File: src/rtl/seq_adder_pkg.sv
// Shared types and constants for the sequential chunked adder.
// Saturation helper is used only when SEQ_ADDER_SAT_EN is defined.
package seq_adder_pkg;

    localparam int DEF_WIDTH = 16;
    localparam int DEF_CHUNK = 4;

    typedef enum logic [1:0] {
        IDLE = 2'd0,
        RUN  = 2'd1,
        DONE = 2'd2
    } state_t;

    // Signed limit of a width-bit two's-complement value: min when neg=1, else max.
    function automatic logic [63:0] sat_value(input int unsigned width, input logic neg);
        logic [63:0] min_v;
        min_v = 64'd1 << (width - 32'd1);
        if (neg) begin
            sat_value = min_v;
        end else begin
            sat_value = min_v - 64'd1;
        end
    endfunction

endpackage

File: src/rtl/adder_chunk.sv
// CHUNK-bit ripple slice built from fulladder cells; also exports the
// carry into its top bit so the caller can derive signed overflow.
module fulladder (
    input  logic a,
    input  logic b,
    input  logic ci,
    output logic s,
    output logic co
);
    assign s  = a ^ b ^ ci;
    assign co = (a & b) | (ci & (a ^ b));
endmodule

module adder_chunk #(
    parameter int CHUNK = 4
) (
    input  logic [CHUNK-1:0] a,
    input  logic [CHUNK-1:0] b,
    input  logic             ci,
    output logic [CHUNK-1:0] s,
    output logic             cout,
    output logic             c_msb
);
    logic [CHUNK:0] carry_s;

    assign carry_s[0] = ci;

    for (genvar i = 0; i < CHUNK; i++) begin : g_bit
        fulladder u_fa (
            .a  (a[i]),
            .b  (b[i]),
            .ci (carry_s[i]),
            .s  (s[i]),
            .co (carry_s[i+1])
        );
    end

    assign cout  = carry_s[CHUNK];
    assign c_msb = carry_s[CHUNK-1];
endmodule

File: src/rtl/seq_chunk_adder.sv
// Multi-cycle WIDTH-bit adder/subtractor processing CHUNK bits per clock.
// Optional macro SEQ_ADDER_SAT_EN clamps overflowing results to the signed limit.
module seq_chunk_adder
    import seq_adder_pkg::*;
#(
    parameter int WIDTH = DEF_WIDTH,
    parameter int CHUNK = DEF_CHUNK
) (
    input  logic             clk,
    input  logic             rst,
    input  logic             start,
    input  logic [WIDTH-1:0] a,
    input  logic [WIDTH-1:0] b,
    input  logic             cin,
    input  logic             sub,
    output logic             busy,
    output logic             done,
    output logic [WIDTH-1:0] s,
    output logic             cout,
    output logic             ovf
);
    localparam int NCHUNK = WIDTH / CHUNK;
    localparam int IDXW   = (NCHUNK > 1) ? $clog2(NCHUNK) : 1;

    state_t            state_r;
    logic [WIDTH-1:0]  a_r;
    logic [WIDTH-1:0]  b_r;
    logic              carry_r;
    logic [IDXW-1:0]   idx_r;
    logic [WIDTH-1:0]  s_r;
    logic              cout_r;
    logic              ovf_r;
    logic              busy_r;
    logic              done_r;

    logic [CHUNK-1:0]  a_chunk_s;
    logic [CHUNK-1:0]  b_chunk_s;
    logic [CHUNK-1:0]  sum_chunk_s;
    logic              chunk_cout_s;
    logic              chunk_c_msb_s;
    logic              last_s;
    logic              ovf_next_s;
    logic [WIDTH-1:0]  s_merge_s;
    logic [WIDTH-1:0]  s_final_s;

    adder_chunk #(.CHUNK(CHUNK)) u_chunk (
        .a     (a_chunk_s),
        .b     (b_chunk_s),
        .ci    (carry_r),
        .s     (sum_chunk_s),
        .cout  (chunk_cout_s),
        .c_msb (chunk_c_msb_s)
    );

    // Select the active operand chunk and merge the slice sum into the result.
    always_comb begin
        a_chunk_s  = a_r[int'(idx_r)*CHUNK +: CHUNK];
        b_chunk_s  = b_r[int'(idx_r)*CHUNK +: CHUNK];
        last_s     = (idx_r == IDXW'(NCHUNK - 1));
        ovf_next_s = chunk_c_msb_s ^ chunk_cout_s;
        s_merge_s  = s_r;
        s_merge_s[int'(idx_r)*CHUNK +: CHUNK] = sum_chunk_s;
`ifdef SEQ_ADDER_SAT_EN
        // Both operands share a sign on overflow, so A's sign picks the limit.
        if (last_s && ovf_next_s) begin
            s_final_s = WIDTH'(sat_value(WIDTH, a_r[WIDTH-1]));
        end else begin
            s_final_s = s_merge_s;
        end
`else
        s_final_s = s_merge_s;
`endif
    end

    // Control FSM with operand capture and chunk-by-chunk result accumulation.
    always_ff @(posedge clk or posedge rst) begin
        if (rst) begin
            state_r <= IDLE;
            a_r     <= {WIDTH{1'b0}};
            b_r     <= {WIDTH{1'b0}};
            carry_r <= 1'b0;
            idx_r   <= {IDXW{1'b0}};
            s_r     <= {WIDTH{1'b0}};
            cout_r  <= 1'b0;
            ovf_r   <= 1'b0;
            busy_r  <= 1'b0;
            done_r  <= 1'b0;
        end else begin
            case (state_r)
                IDLE, DONE: begin
                    done_r <= 1'b0;
                    if (start) begin
                        a_r     <= a;
                        b_r     <= sub ? ~b : b;
                        carry_r <= sub ? 1'b1 : cin;
                        s_r     <= {WIDTH{1'b0}};
                        idx_r   <= {IDXW{1'b0}};
                        busy_r  <= 1'b1;
                        state_r <= RUN;
                    end else begin
                        busy_r  <= 1'b0;
                        state_r <= IDLE;
                    end
                end
                RUN: begin
                    s_r     <= s_final_s;
                    carry_r <= chunk_cout_s;
                    if (last_s) begin
                        idx_r   <= {IDXW{1'b0}};
                        cout_r  <= chunk_cout_s;
                        ovf_r   <= ovf_next_s;
                        busy_r  <= 1'b0;
                        done_r  <= 1'b1;
                        state_r <= DONE;
                    end else begin
                        idx_r   <= idx_r + IDXW'(1);
                        busy_r  <= 1'b1;
                        done_r  <= 1'b0;
                        state_r <= RUN;
                    end
                end
                default: begin
                    busy_r  <= 1'b0;
                    done_r  <= 1'b0;
                    state_r <= IDLE;
                end
            endcase
        end
    end

    assign busy = busy_r;
    assign done = done_r;
    assign s    = s_r;
    assign cout = cout_r;
    assign ovf  = ovf_r;

endmodule

File: config.mk
export PLATFORM = sky130hd
export DESIGN_NAME = seq_chunk_adder
export DESIGN_NICKNAME = d
export VERILOG_FILES = /design/src/rtl/seq_adder_pkg.sv /design/src/rtl/adder_chunk.sv /design/src/rtl/seq_chunk_adder.sv
export SDC_FILE = /design/constraint.sdc
export NUM_CORES = 1
export LEC_CHECK = 0
export BUFFER_PORTS_ARGS = -buffer_cell sky130_fd_sc_hd__buf_2
export CAP_MARGIN = 20
export CELL_PAD_IN_SITES_DETAIL_PLACEMENT = 1
export CELL_PAD_IN_SITES_GLOBAL_PLACEMENT = 1
export CORE_AREA = 3 3 114 61
export CTS_CLUSTER_DIAMETER = 30
export DETAILED_ROUTE_END_ITERATION = 12
export DIE_AREA = 0 0 117 64
export GPL_ROUTABILITY_DRIVEN = 0
export GPL_TIMING_DRIVEN = 0
export PLACE_DENSITY = 0.86
export RECOVER_POWER = 25
export SYNTH_ARGS = -nofsm -noshare
export SYNTH_HDL_FRONTEND = slang
export SYNTH_SLANG_ARGS = --single-unit
File: constraint.sdc
create_clock -name clk -period 8.9 [get_ports clk]
set_input_delay 1.78 -clock clk [delete_from_list [all_inputs] [get_ports clk]]
set_output_delay 1.78 -clock clk [all_outputs]
set_load 0.02 [all_outputs]
Word level (Yosys, flattened, before mapping)

Index checks and enable logic that the tools add are counted.

Add/subtract/negate cells: 2
Eq/ne operators: 4
Shifts and indexed selects: 4
Muxes and demuxes: 18
Bitwise operators: 22
Reductions and logical operators: 6

Operators by type and width:

| operator                                                                 | count |
|---|---|
| 4-bit negator with 33-bit output                                         | 1 |
| 4-bit by 33-bit variable shift with 16-bit output (first input constant) | 1 |
| 4-bit by 33-bit indexed part select with 16-bit output                   | 1 |
| 16-bit 2-to-1 mux                                                        | 2 |
| 16-bit case mux with 2 select lines                                      | 1 |
| 16-bit by 5-bit indexed part select with 4-bit output                    | 2 |
| 16-bit bitwise mux                                                       | 1 |
| 16-bit NOT                                                               | 1 |
| 1-bit bitwise XOR                                                        | 9 |
| 1-bit AND                                                                | 8 |
| 2-bit case mux with 2 select lines                                       | 2 |
| 1-bit 2-to-1 mux                                                         | 7 |
| 2-bit 2-to-1 mux                                                         | 3 |
| 2-bit AND reduction                                                      | 3 |
| 2-bit == test (second input constant)                                    | 2 |
| 1-bit bitwise OR                                                         | 4 |
| 1-bit case mux with 2 select lines                                       | 2 |
| 2-bit by 1-bit adder with 2-bit output (second input constant)           | 1 |
| 2-bit by 1-bit == test with 1-bit output (second input constant)         | 1 |
| 2-bit logical NOT                                                        | 1 |
| 2-bit inequality test (second input constant)                            | 1 |
| 2-bit nonzero test                                                       | 1 |
| 2-bit OR reduction                                                       | 1 |

Register bits: 57
Input bits: 37
Output and inout port bits: 20
Word-level logic and storage cells: 66

Logic depth before layout (Yosys ltp)

Gate-level depths: netlist of run 1.

Depth in word-level cells: 12
Mapped depth: 12
Gate-level depth less buffers: 11

Hierarchy

Synthesis of run 1 repeated with hierarchy kept, for this count alone.

Cell total of the unflattened synthesis: 239
Area total of the unflattened synthesis: 2662.6 sq um

Modules (own cells, without submodules):

| module          | instances | cells an instance | area an instance (sq um) | seq. area each (sq um) |
|---|---|---|---|---|
| seq_chunk_adder | 1         | 235               | 2582.5                   | 1376.3 |
| fulladder       | 4         | 1                 | 20.0                     | 0.0 |

Worst setup path after synthesis of run 1

Ideal clock, no wire load.

Path type: register to register
Start point: register idx_r[1]
End point: register s_r[7] (netlist: s[7])
Library setup time: 0.121 ns
Data arrival time: 2.702 ns
Data required time: 8.779 ns
Slack: 6.077 ns
Stages on the path, launching flop included: 12
Path buffers: 1
Period minus slack after synthesis: 2.823 ns
Path through: dfrtp_1 -> clkbuf_1 -> mux4_2 -> inv_1 -> fa_1 -> inv_1 -> fa_1 -> inv_1 -> fa_1 -> inv_1 -> fa_1 -> a22o_1

Longest elaborated chain between the ends: 12
Elaborated cells on any way between the ends: 24
Those cells by class: add/sub: 1; shift: 4; mux: 2; bitwise: 17

RTL lines:

| item                                                                     | line                                         | text |
|---|---|---|
| start: declaration                                                       | seq_chunk_adder.sv:29                        | `logic [IDXW-1:0] idx_r;` |
| start signal: assignment                                                 | seq_chunk_adder.sv:82                        | `idx_r <= {IDXW{1'b0}};` |
| start signal: assignment                                                 | seq_chunk_adder.sv:97                        | `idx_r <= {IDXW{1'b0}};` |
| start signal: assignment                                                 | seq_chunk_adder.sv:109                       | `idx_r <= {IDXW{1'b0}};` |
| 16-bit by 5-bit indexed part select with 4-bit output (on tied branches) | seq_chunk_adder.sv:57, seq_chunk_adder.sv:58 |  |
| 1-bit bitwise XOR                                                        | adder_chunk.sv:10, adder_chunk.sv:11         |  |
| 1-bit AND                                                                | adder_chunk.sv:11                            | `assign co = (a & b) \| (ci & (a ^ b));` |
| 1-bit bitwise OR                                                         | adder_chunk.sv:11                            |  |
| 1-bit AND                                                                | adder_chunk.sv:11                            |  |
| 1-bit bitwise OR                                                         | adder_chunk.sv:11                            |  |
| 1-bit AND                                                                | adder_chunk.sv:11                            |  |
| 1-bit bitwise OR                                                         | adder_chunk.sv:11                            |  |
| 1-bit bitwise XOR                                                        | adder_chunk.sv:10                            | `assign s = a ^ b ^ ci;` |
| 4-bit by 33-bit indexed part select with 16-bit output                   | seq_chunk_adder.sv:62                        | `s_merge_s[int'(idx_r)*CHUNK +: CHUNK] = sum_chunk_s;` |
| 16-bit bitwise mux *                                                     | seq_chunk_adder.sv:62                        |  |
| 16-bit case mux with 2 select lines *                                    | seq_chunk_adder.sv:89                        | `case (state_r)` |
| end signal: assignment                                                   | seq_chunk_adder.sv:83                        | `s_r <= {WIDTH{1'b0}};` |
| end signal: assignment                                                   | seq_chunk_adder.sv:96                        | `s_r <= {WIDTH{1'b0}};` |
| end signal: assignment                                                   | seq_chunk_adder.sv:106                       | `s_r <= s_final_s;` |
| end: declaration                                                         | seq_chunk_adder.sv:30                        | `logic [WIDTH-1:0] s_r;` |

Every way passes the cells marked *; elsewhere a longest branch is shown, timed or not.
A chain may end at the register's enable or synchronous reset.

==> results of run 1 <==
## layout make-up
class	count	share of cell area, %
clock buffers	8	4.89
multi-input cells	170	35.5
well taps	77	3.01
repair buffers	56	8.72
inverters	13	1.53
plain buffers	16	3.32
flip-flops and latches	55	43.0
## per-stage QoR
| step | power [mW] | area (sq um) | setup slack [ns] |
|---|---|---|---|
| floorplan | 0.855 | 2680 | 5.78 |
| global placement | 1.03 | 3050 | 5.18 |
| detailed placement | 1.08 | 3070 | 5.53 |
| CTS | 1.32 | 3230 | 5.38 |
| global route | 1.41 | 3200 | 4.22 |
| finish | 1.31 | 3200 | 4.80 |
## worst max-delay path: stages
cell      delay (ns)
buf_2           0.10
inv_1           0.39
clkbuf_1        1.73
## state kept, by name (all words and copies together), names as in the netlist
name,flops
done,1
ovf,1
idx_r,2
state_r,1
cout,1
carry_r,1
a_r,16
s,16
b_r,16
## power groups by stage
stage	Clock (mW)	Sequential (mW)	Combinational (mW)
finish	0.212	0.422	0.680
global route	0.227	0.434	0.745
CTS	0.213	0.421	0.684
detailed placement	0	0.419	0.666
global placement	0	0.409	0.619
floorplan	0	0.435	0.420
## layer usage
| layer | vias up | share of wire [%] |
|---|---|---|
| met2 | 58 | 52 |
| met4 | 0 | 2.1 |
| li1 | 970 | - |
| met1 | 1108 | 42 |
| met3 | 17 | 4.1 |
| met5 | - | 0 |
## kinds of logic after synthesis
kind of cell	share of synthesized area [%]
xor gates and xnor gates	5.56
buffers and inverters	5.79
DFF	51.4
adders and majority gates	4.86
muxes	7.14
and+or+nand+nor	15.9
AOI/OAI and AO/OA	9.43
## how the worst max path moves through the flow
stage / slack, ns / end / depth (start not counted) / from
floorplan: 5.78 / a_r[0] / 1 / rst
global placement: 5.18 / b_r[10] / 2 / rst
detailed placement: 5.53 / s[15] / 11 / idx_r[1]
CTS: 5.38 / s[15] / 11 / idx_r[1]
global route: 4.22 / b_r[15] / 3 / rst
finish: 4.80 / b_r[15] / 3 / rst
## placed cells by master, fill, tap and decap left out, types with 2 or more instances in the layout
cell / n
nand2_1: 70
ha_1: 4
xnor2_1: 16
buf_2: 62
or3_1: 2
nand3b_1: 3
nor3_1: 2
o2bb2ai_1: 4
dfrtp_1: 55
nand2b_1: 3
inv_1: 13
clkbuf_8: 2
nor2_1: 4
buf_4: 3
buf_6: 3
o21ai_0: 22
o41ai_1: 2
mux4_2: 8
clkbuf_1: 4
a22o_1: 5
fa_1: 4
nand3_1: 10
o31ai_1: 3
clkbuf_16: 5
==> metrics.txt, run 1 <==
#FFs+latches synth=55; TritonCTS sink count=55; Hold WS=0.487 ns; Distinct cells, synth=32; mapped cell area=between 0.002 and 0.003 sq mm; die height=64 microns; vias in the first global route=around 2400; total track usage=22.9%; total core area=between 0.006 and 0.007 sq mm; Final Util=between 50 and 60%; Die ar.=0.00749 sq mm; Seq pwr share=32.1%; Via density=approximately 5.5; maximum number of pins on one net before global-route repair=44; Peak Freq=244 MHz; Num CTS Buffers=5; met3 Usage GRT=4.45%; startpoint class of the critical path=input pin; Clock transition at path regs=0.07 ns; GR Util met2=39.8%; Reg2Reg Setup Slack=5.38 ns; nets=between 300 and 400; Clock Tree Buf Depth=2; Hold Path Sink=b_r[5]; # DRC=0; number of synthesized flops with an enable pin=0; Post-synth ARST share=100%; first-pass GRT wire length=roughly 13000 microns; Register-to-Register Path Depth=11; row count=20; worst-margin pin slew=2.35 ns; share of cells above drive strength 1=27.0%; CP Max Fanout=43; global-route layer with the greatest usage=met2; cell accounting for the most synthesized area=dfrtp_1; CTS tree=yes; WP data arrival=4.02 ns; setup TNS=0 ns; clock share of power=16.1%; status=finished, violations left; Ys Warns=0; Syn Nets=around 300; synthesis-to-layout area growth=19.4%; port bufs=55; area of the multi-input gates=0.00114 sq mm; Psw=580 uW; Post-DP HPWL=5290 microns; Int Pwr=734 uW; final hold violation count=0; met1 GRT Util=28.7%; Max-slew headroom=-56.9%; PwrDens=a little over 400 mW/mm^2; period utilization=between 40% and 50%; Fillers=686; failing checks=max-capacitance violations, max-slew violations; die width=117 microns; minimum clock period=~4 ns; post-CTS setup buffer count=0; Hold-fix buffers, CTS=0; cell leakage power=1.60 nW; critical path class=in -> async; Root Driver=clkbuf_16; WHS Path Cells=2; DR vias=2153; IO Pins=57; RSZ-0062 raised after global routing=no; Slew Viols, Final=44; Worst Setup End Kind=async pin; initial antenna violation count=0; post-synthesis sequential area ratio=51.4%; Worst Hold Class=reg -> reg; beginning of the worst register-to-register path=idx_r[1]; Skew-Pair Late Insertion Delay=approximately 0.3 ns; Gate power share=51.8%; Post-Route WL=7800 microns; Post-CTS Resized=0; Hold Startpoint=b_r[5]; DR WL/cell=~20 microns; post-route clock skew=0.0102 ns; Setup Viol. Count Final=0; Syn Area/Cell=10.6 sq um; H-tree depth=2; predominant post-synthesis flop cell=dfrtp_1; DP Cell Count=slightly below 400; starting density of the core=44.6%; gr ovfl total=0; top post-synthesis cells by area=dfrtp_1 (51%), nand2_1 (9.8%), mux4_2 (6.7%), xnor2_1 (5.2%), o21ai_0 (4.1%); Data required, critical path=8.82 ns; Synth top area share=a little over 50%; antenna cells=0; most frequent cell after synthesis=nand2_1; Synth top cells by count=nand2_1 (70), dfrtp_1 (55), o21ai_0 (22); switching share of total power=between 40 and 50%; ANT nets after route=0; Reg area=0.00138 sq mm; Crit Reg-Reg Endpoint=s[15]; max cap viols=1; Starting DRT DRC Count=69; Mapped Cells=254; Layout Cells excl Fill=395; DR pass1 iterations=5; VDD IR max=approximately 130 uV
Power figures use the tool's default switching activity.
==> run 2: changes to the inputs <==
--- a/config.mk
+++ b/config.mk
@@ -5,17 +5,18 @@
 export SDC_FILE = /design/constraint.sdc
 export NUM_CORES = 1
 export LEC_CHECK = 0
+export ABC_AREA = 1
 export BUFFER_PORTS_ARGS = -buffer_cell sky130_fd_sc_hd__buf_2
 export CAP_MARGIN = 20
 export CELL_PAD_IN_SITES_DETAIL_PLACEMENT = 1
 export CELL_PAD_IN_SITES_GLOBAL_PLACEMENT = 1
-export CORE_AREA = 3 3 114 61
+export CORE_AREA = 3 3 130 69
 export CTS_CLUSTER_DIAMETER = 30
 export DETAILED_ROUTE_END_ITERATION = 12
-export DIE_AREA = 0 0 117 64
+export DIE_AREA = 0 0 133 72
 export GPL_ROUTABILITY_DRIVEN = 0
 export GPL_TIMING_DRIVEN = 0
-export PLACE_DENSITY = 0.86
+export PLACE_DENSITY = 0.78
 export RECOVER_POWER = 25
 export SYNTH_ARGS = -nofsm -noshare
 export SYNTH_HDL_FRONTEND = slang
==> constraint.sdc (replaced) <==
create_clock -name clk -period 3.4 [get_ports clk]
set_input_delay 0.68 -clock clk [delete_from_list [all_inputs] [get_ports clk]]
set_output_delay 0.68 -clock clk [all_outputs]
set_load 0.02 [all_outputs]
==> metrics.txt, run 2 <==
period utilization=roughly 92%; PwrDens=1000 mW/mm^2 (+140%); synthesis-to-layout area growth=20.2%; WP data arrival=3.33 ns (-0.69 ns); Ys Warns=0 (unchanged); IO Pins=57 (unchanged); highest-count cells in the layout ignoring fill and taps=nand2_1 (154), buf_2 (61), dfrtp_1 (54); total track usage=16.1% (-6.7 points); Synth top cells by count=nand2_1 (154), dfrtp_1 (55), nand3_1 (32); row count=23 (+15%); port bufs=55 (unchanged); share of cells above drive strength 1=20.5% (-6.6 points); # DRC=0 (unchanged); post-route design area=0.00341 sq mm (+6.5%); dpl cell area=0.00327 sq mm (+6.5%); RSZ-0062 raised after global routing=no; max cap viols=0 (-1); CTS tree=yes; Syn Nets=393 (+31%); starting density of the core=35.8% (-8.8 points); Mapped Cells=348 (+37%); mapped cell area=0.00284 sq mm (+5.8%); total core area=0.00791 sq mm (+32%); DR vias=2422 (+12%); initial antenna violation count=0 (unchanged); first-pass GRT wire length=12400 microns (-3.6%); die width=133 microns (+14%); Worst Hold Class=reg -> reg; startpoint class of the critical path=flip-flop; Setup Viol. Count Final=0 (unchanged); Max-slew headroom=36.7% (+94 points); VDD IR max=394 uV (+200%); die height=72 microns (+13%); final hold violation count=0 (unchanged); ANT nets after route=0 (unchanged); Data required, critical path=3.58 ns (-5.24 ns); top post-synthesis cells by area=dfrtp_1 (49%), nand2_1 (20%), nand3_1 (5.6%), xor2_1 (4.9%), inv_1 (3.2%); Post-DP HPWL=5560 microns (+5.0%); Reg2Reg Setup Slack=0.26 ns (-5.12 ns); Distinct cells, synth=21 (-34%); maximum number of pins on one net before global-route repair=33 (-25%); nets=456 (+26%); setup TNS=0 ns (unchanged); Clock transition at path regs=0.07 ns (about the same); worst-margin pin slew=0.948 ns (-1.40 ns); cell leakage power=1.92 nW (+20%); Worst Setup End Kind=flip-flop; TritonCTS sink count=55 (unchanged); Syn Area/Cell=8.15 sq um (-23%); CP Max Fanout=11 (-74%); gr ovfl total=0 (unchanged); Via density=4.64 (-15%); Skew-Pair Late Insertion Delay=0.29 ns (about the same); Clock Tree Buf Depth=2 (unchanged); cell accounting for the most synthesized area=dfrtp_1; vias in the first global route=2555 (+4.9%); commonest non-fill, non-tap cell in the layout=nand2_1; Starting DRT DRC Count=108 (+57%); Peak Freq=318 MHz; Slew Viols, Final=0 (-100%); Final Util=43.1% (-10 points); post-CTS setup buffer count=0 (unchanged); Root Driver=clkbuf_16; Num CTS Buffers=5 (unchanged); H-tree depth=2 (unchanged); Die ar.=0.00958 sq mm (+28%); status=finished, final reports clean; Post-Route WL=7320 microns (-6.1%); antenna cells=0 (unchanged); DR WL/cell=14.0 microns (-29%); minimum clock period=3.14 ns; number of synthesized flops with an enable pin=0 (unchanged); Synth top area share=48.5% (-2.8 points); post-route clock skew=0.00634 ns (-0.00389 ns); post-synthesis sequential area ratio=48.5% (-2.8 points); DR pass1 iterations=4 (-1); Fillers=988 (+44%); predominant post-synthesis flop cell=dfrtp_1; #FFs+latches synth=55 (unchanged); Post-synth ARST share=100% (unchanged); Hold-fix buffers, CTS=0 (unchanged); most frequent cell after synthesis=nand2_1; critical path class=reg -> reg
## run 2: path summary, 6_finish.rpt
path                       depth (start not counted)      end  startpoint
max                                               16    s[15]    idx_r[0]
min                                                2      ovf         ovf
max reg2reg                                       16    s[15]    idx_r[0]
min reg2reg                                        2      ovf         ovf
max in group asynchronous                          3  b_r[10]         rst
min in group asynchronous                          2    s[10]         rst
## run 2: cell families after synthesis
group	Yosys count	share of synthesized area (%)
adders and majority gates	8	4.59
AOI/OAI and AO/OA	19	3.80
xor gates and xnor gates	17	5.25
and+or+nand+nor	207	30.2
DFF	55	48.5
buffers and inverters	42	7.63
## run 2: layout make-up
class | count | area [sq um] | area share, %
Clock buffer | 6 | 129 | 3.78
Multi-Input combinational cell | 251 | 1240 | 36.5
Sequential cell | 55 | 1380 | 40.4
Buffer | 17 | 129 | 3.78
Inverter | 25 | 93.8 | 2.75
Tap cell | 112 | 140 | 4.11
Timing Repair Buffer | 56 | 295 | 8.67
## run 2: per-stage QoR
| step | setup slack, ns | instances | total power, mW | hold slack [ns] |
|---|---|---|---|---|
| after floorplan | 0.597 | 348 | 2.37 | 0.444 |
| after global placement | 0.196 | 515 | 2.87 | 0.460 |
| after detailed placement | 0.145 | 516 | 2.94 | 0.460 |
| after CTS | 0.114 | 522 | 3.44 | 0.432 |
| after global routing | 0.0242 | 522 | 3.77 | 0.503 |
| final | 0.255 | 522 | 3.42 | 0.472 |
## run 2: worst max-delay path, cell delays in order (launching register included)
cell,delay (ns)
dfrtp_1,0.42
inv_1,0.14
buf_2,0.27
nand2_1,0.09
nand3_1,0.08
nand2_1,0.10
fa_1,0.39
inv_1,0.07
fa_1,0.16
inv_1,0.05
fa_1,0.43
inv_1,0.10
fa_1,0.46
nand3_1,0.13
inv_1,0.04
nand2_1,0.05
nand2_1,0.04
## run 2: power by group
part / internal (mW) / leakage [nW] / switching (mW)
clock: 0.266 / 0.0628 / 0.221
combinational: 0.658 / 1.16 / 1.18
sequential: 0.935 / 0.702 / 0.160
## run 2: what timing repair did
action / 4_1_cts / 5_1_grt
endpoints found under the hold margin: 0 / 0
setup endpoints to repair: 0 / 4
resized for setup: 0 / 6
## run 2: per-layer routing
metal,wire [microns],vias up,track usage (%)
li1,-,1207,-
met1,3530,1178,21.6
met2,3520,32,28.1
met3,233,5,3.25
met4,44,0,2.42
met5,0,-,0
==> run 3: changes to the inputs <==
--- a/config.mk
+++ b/config.mk
@@ -5,18 +5,18 @@
 export SDC_FILE = /design/constraint.sdc
 export NUM_CORES = 1
 export LEC_CHECK = 0
-export ABC_AREA = 1
+export ABC_AREA = 0
 export BUFFER_PORTS_ARGS = -buffer_cell sky130_fd_sc_hd__buf_2
 export CAP_MARGIN = 20
 export CELL_PAD_IN_SITES_DETAIL_PLACEMENT = 1
 export CELL_PAD_IN_SITES_GLOBAL_PLACEMENT = 1
-export CORE_AREA = 3 3 130 69
+export CORE_AREA = 3 3 84 86
 export CTS_CLUSTER_DIAMETER = 30
 export DETAILED_ROUTE_END_ITERATION = 12
-export DIE_AREA = 0 0 133 72
+export DIE_AREA = 0 0 87 89
 export GPL_ROUTABILITY_DRIVEN = 0
 export GPL_TIMING_DRIVEN = 0
-export PLACE_DENSITY = 0.78
+export PLACE_DENSITY = 0.82
 export RECOVER_POWER = 25
 export SYNTH_ARGS = -nofsm -noshare
 export SYNTH_HDL_FRONTEND = slang
==> constraint.sdc (replaced) <==
create_clock -name clk -period 2.9 [get_ports clk]
set_input_delay 0.58 -clock clk [delete_from_list [all_inputs] [get_ports clk]]
set_output_delay 0.58 -clock clk [all_outputs]
set_load 0.02 [all_outputs]
==> metrics.txt, run 3 (same netlist as run 1, synthesis figures left out) <==
status=finished, violations left; failing checks=negative setup slack; slowest cell delay on critical path=0.49 ns (+0.03 ns); startpoint class of the critical path=flip-flop; dpl ws=-0.330 ns (-0.475 ns); first-pass GRT wire length=11700 microns (-5.6%); max cap viols=0 (unchanged); minimum clock period=2.91 ns (-0.238 ns); cell family with most CP delay=adder cells; Worst Hold Class=in -> async; share of cells above drive strength 1=32.9% (+12 points); CP Max Fanout=5 (-6); post-route clock skew=0.00677 ns (+0.000420 ns); Skew-Pair Late Insertion Delay=0.31 ns (+0.02 ns); dpl cell area=0.00307 sq mm (-6.1%); Max-slew headroom=33.8% (-2.9 points); synthesis-to-layout area growth=20.4%; clock share of power=10.0% (-4.2 points); post-route design area=0.00323 sq mm (-5.3%); CTS tree=yes; Gate power share=58.1% (+4.4 points); Setup Viol. Count Final=2 (+2); Post-Route WL=7190 microns (-1.8%); vias in the first global route=2349 (-8.1%); # DRC=0 (unchanged); cell leakage power=1.62 nW (-15%); die height=89 microns (+24%); TritonCTS sink count=55 (unchanged); Root Driver=clkbuf_8; DR WL/cell=17.9 microns (+28%); period utilization=100% (+7.7 points); Int Pwr=2.24 mW (+20%); Via density=5.30 (+14%); port bufs=55 (unchanged); beginning of the worst register-to-register path=idx_r[0]; maximum number of pins on one net before global-route repair=40 (+21%); Levels on crit path=11 (-5); Slew Viols, Final=0 (unchanged); gr ovfl total=0 (unchanged); Post-DP HPWL=5060 microns (-9.0%); final hold violation count=0 (unchanged); IO Pins=57 (unchanged); critical path's slowest cell=fa_2; final worst setup slack=-0.00646 ns (-0.262 ns); Data required, critical path=3.10 ns (-0.48 ns); commonest non-fill, non-tap cell in the layout=nand2_1; Register-to-Register Path Depth=11 (-5); total core area=0.00635 sq mm (-20%); Reg2Reg Setup Slack=-0.006 ns (-0.26 ns); worst-margin pin slew=0.993 ns (+0.0444 ns); starting density of the core=42.2% (+6.4 points); Crit Reg-Reg Endpoint=s[7]; Starting DRT DRC Count=74 (-31%); Worst Setup End Kind=flip-flop; RSZ-0062 raised after global routing=yes; worst setup path startpoint=idx_r[0]; row count=29 (+26%); H-tree depth=2 (unchanged); PwrDens=1250 mW/mm^2 (+24%); Power Total=4.02 mW (+18%); switching share of total power=44.4% (-1.3 points); ANT nets after route=0 (unchanged); die width=87 microns (-35%); initial antenna violation count=0 (unchanged); DR pass1 iterations=4 (unchanged); crit path buf inv count=5 (-1); highest-count cells in the layout ignoring fill and taps=nand2_1 (69), buf_2 (62), dfrtp_1 (55); crit path cell chain=buf_6 > mux4_2 > inv_2 > fa_2 > inv_2 > fa_2 > inv_2 > fa_2 > inv_2 > fa_2 > a22o_1; Seq pwr share=31.8% (-0.3 points); critical path class=reg -> reg; Clock transition at path regs=0.09 ns (+0.02 ns); setup TNS=-0.00735 ns (-0.00735 ns); nets=371 (-19%); Clock Tree Buf Depth=2 (unchanged); Num CTS Buffers=5 (unchanged); DR vias=2129 (-12%); Peak Freq=344 MHz (+8.2%); antenna cells=0 (unchanged); Setup crit end=s[7]; WP data arrival=3.11 ns (-0.22 ns); Die ar.=0.00774 sq mm (-19%); VDD IR max=694 uV (+76%); Psw=1.78 mW (+14%); total track usage=19.6% (+3.5 points)
-- run 3: cell type report --
cell class	instances	area, sq um
Buffer	16	120
Clock buffer	6	72.6
Fill cell	743	3120
Inverter	13	48.8
Multi-Input combinational cell	170	1160
Sequential cell	55	1380
Tap cell	77	96.3
Timing Repair Buffer	65	348
-- run 3: worst min-delay path by stage --
stage	startpoint	to	slack, ns	cells after the start
after floorplan	a_r[10]	a_r[10]	0.44	2
after global placement	a_r[11]	a_r[11]	0.45	2
after detailed placement	a_r[0]	a_r[0]	0.46	2
after CTS	rst	a_r[2]	0.25	2
after global routing	rst	a_r[2]	0.38	2
final	rst	a_r[2]	0.33	2
-- run 3: timing repair --
| item | in CTS | in global routing |
|---|---|---|
| setup buffers | 5 | 4 |
| hold endpoints to repair | 0 | 0 |
| pin swaps | 1 | 6 |
| endpoints found under the setup margin | 9 | 7 |
| hold buffers | 0 | 0 |
| resized for setup | 9 | 8 |
-- run 3: power groups by stage --
| stage | Sequential [mW] | Clock (mW) | Combinational, mW |
|---|---|---|---|
| 6_report | 1.28 | 0.403 | 2.34 |
| 5_1_grt | 1.32 | 0.442 | 2.58 |
| 4_1_cts | 1.28 | 0.413 | 2.16 |
| 3_5_place_dp | 1.29 | 0 | 2.02 |
| 3_3_place_gp | 1.26 | 0 | 1.94 |
| 2_1_floorplan | 1.34 | 0 | 1.29 |
-- run 3: stage by stage --
stage	cells	hold slack, ns	utilization, %
final	402	0.330	50.8
after global routing	402	0.376	50.8
after CTS	398	0.245	50.4
after detailed placement	387	0.463	48.4
after global placement	386	0.455	48.1
after floorplan	254	0.440	-
-- run 3: layer usage --
metal | track usage, % | routed length [microns] | share of wire (%) | vias to the layer above
met1 | 24.3 | 2970 | 41 | 1079
met3 | 3.41 | 332 | 4.6 | 12
met4 | 6.09 | 124 | 1.7 | 0
li1 | - | - | - | 983
met5 | 0 | 0 | 0 | -
met2 | 35.1 | 3760 | 52 | 55
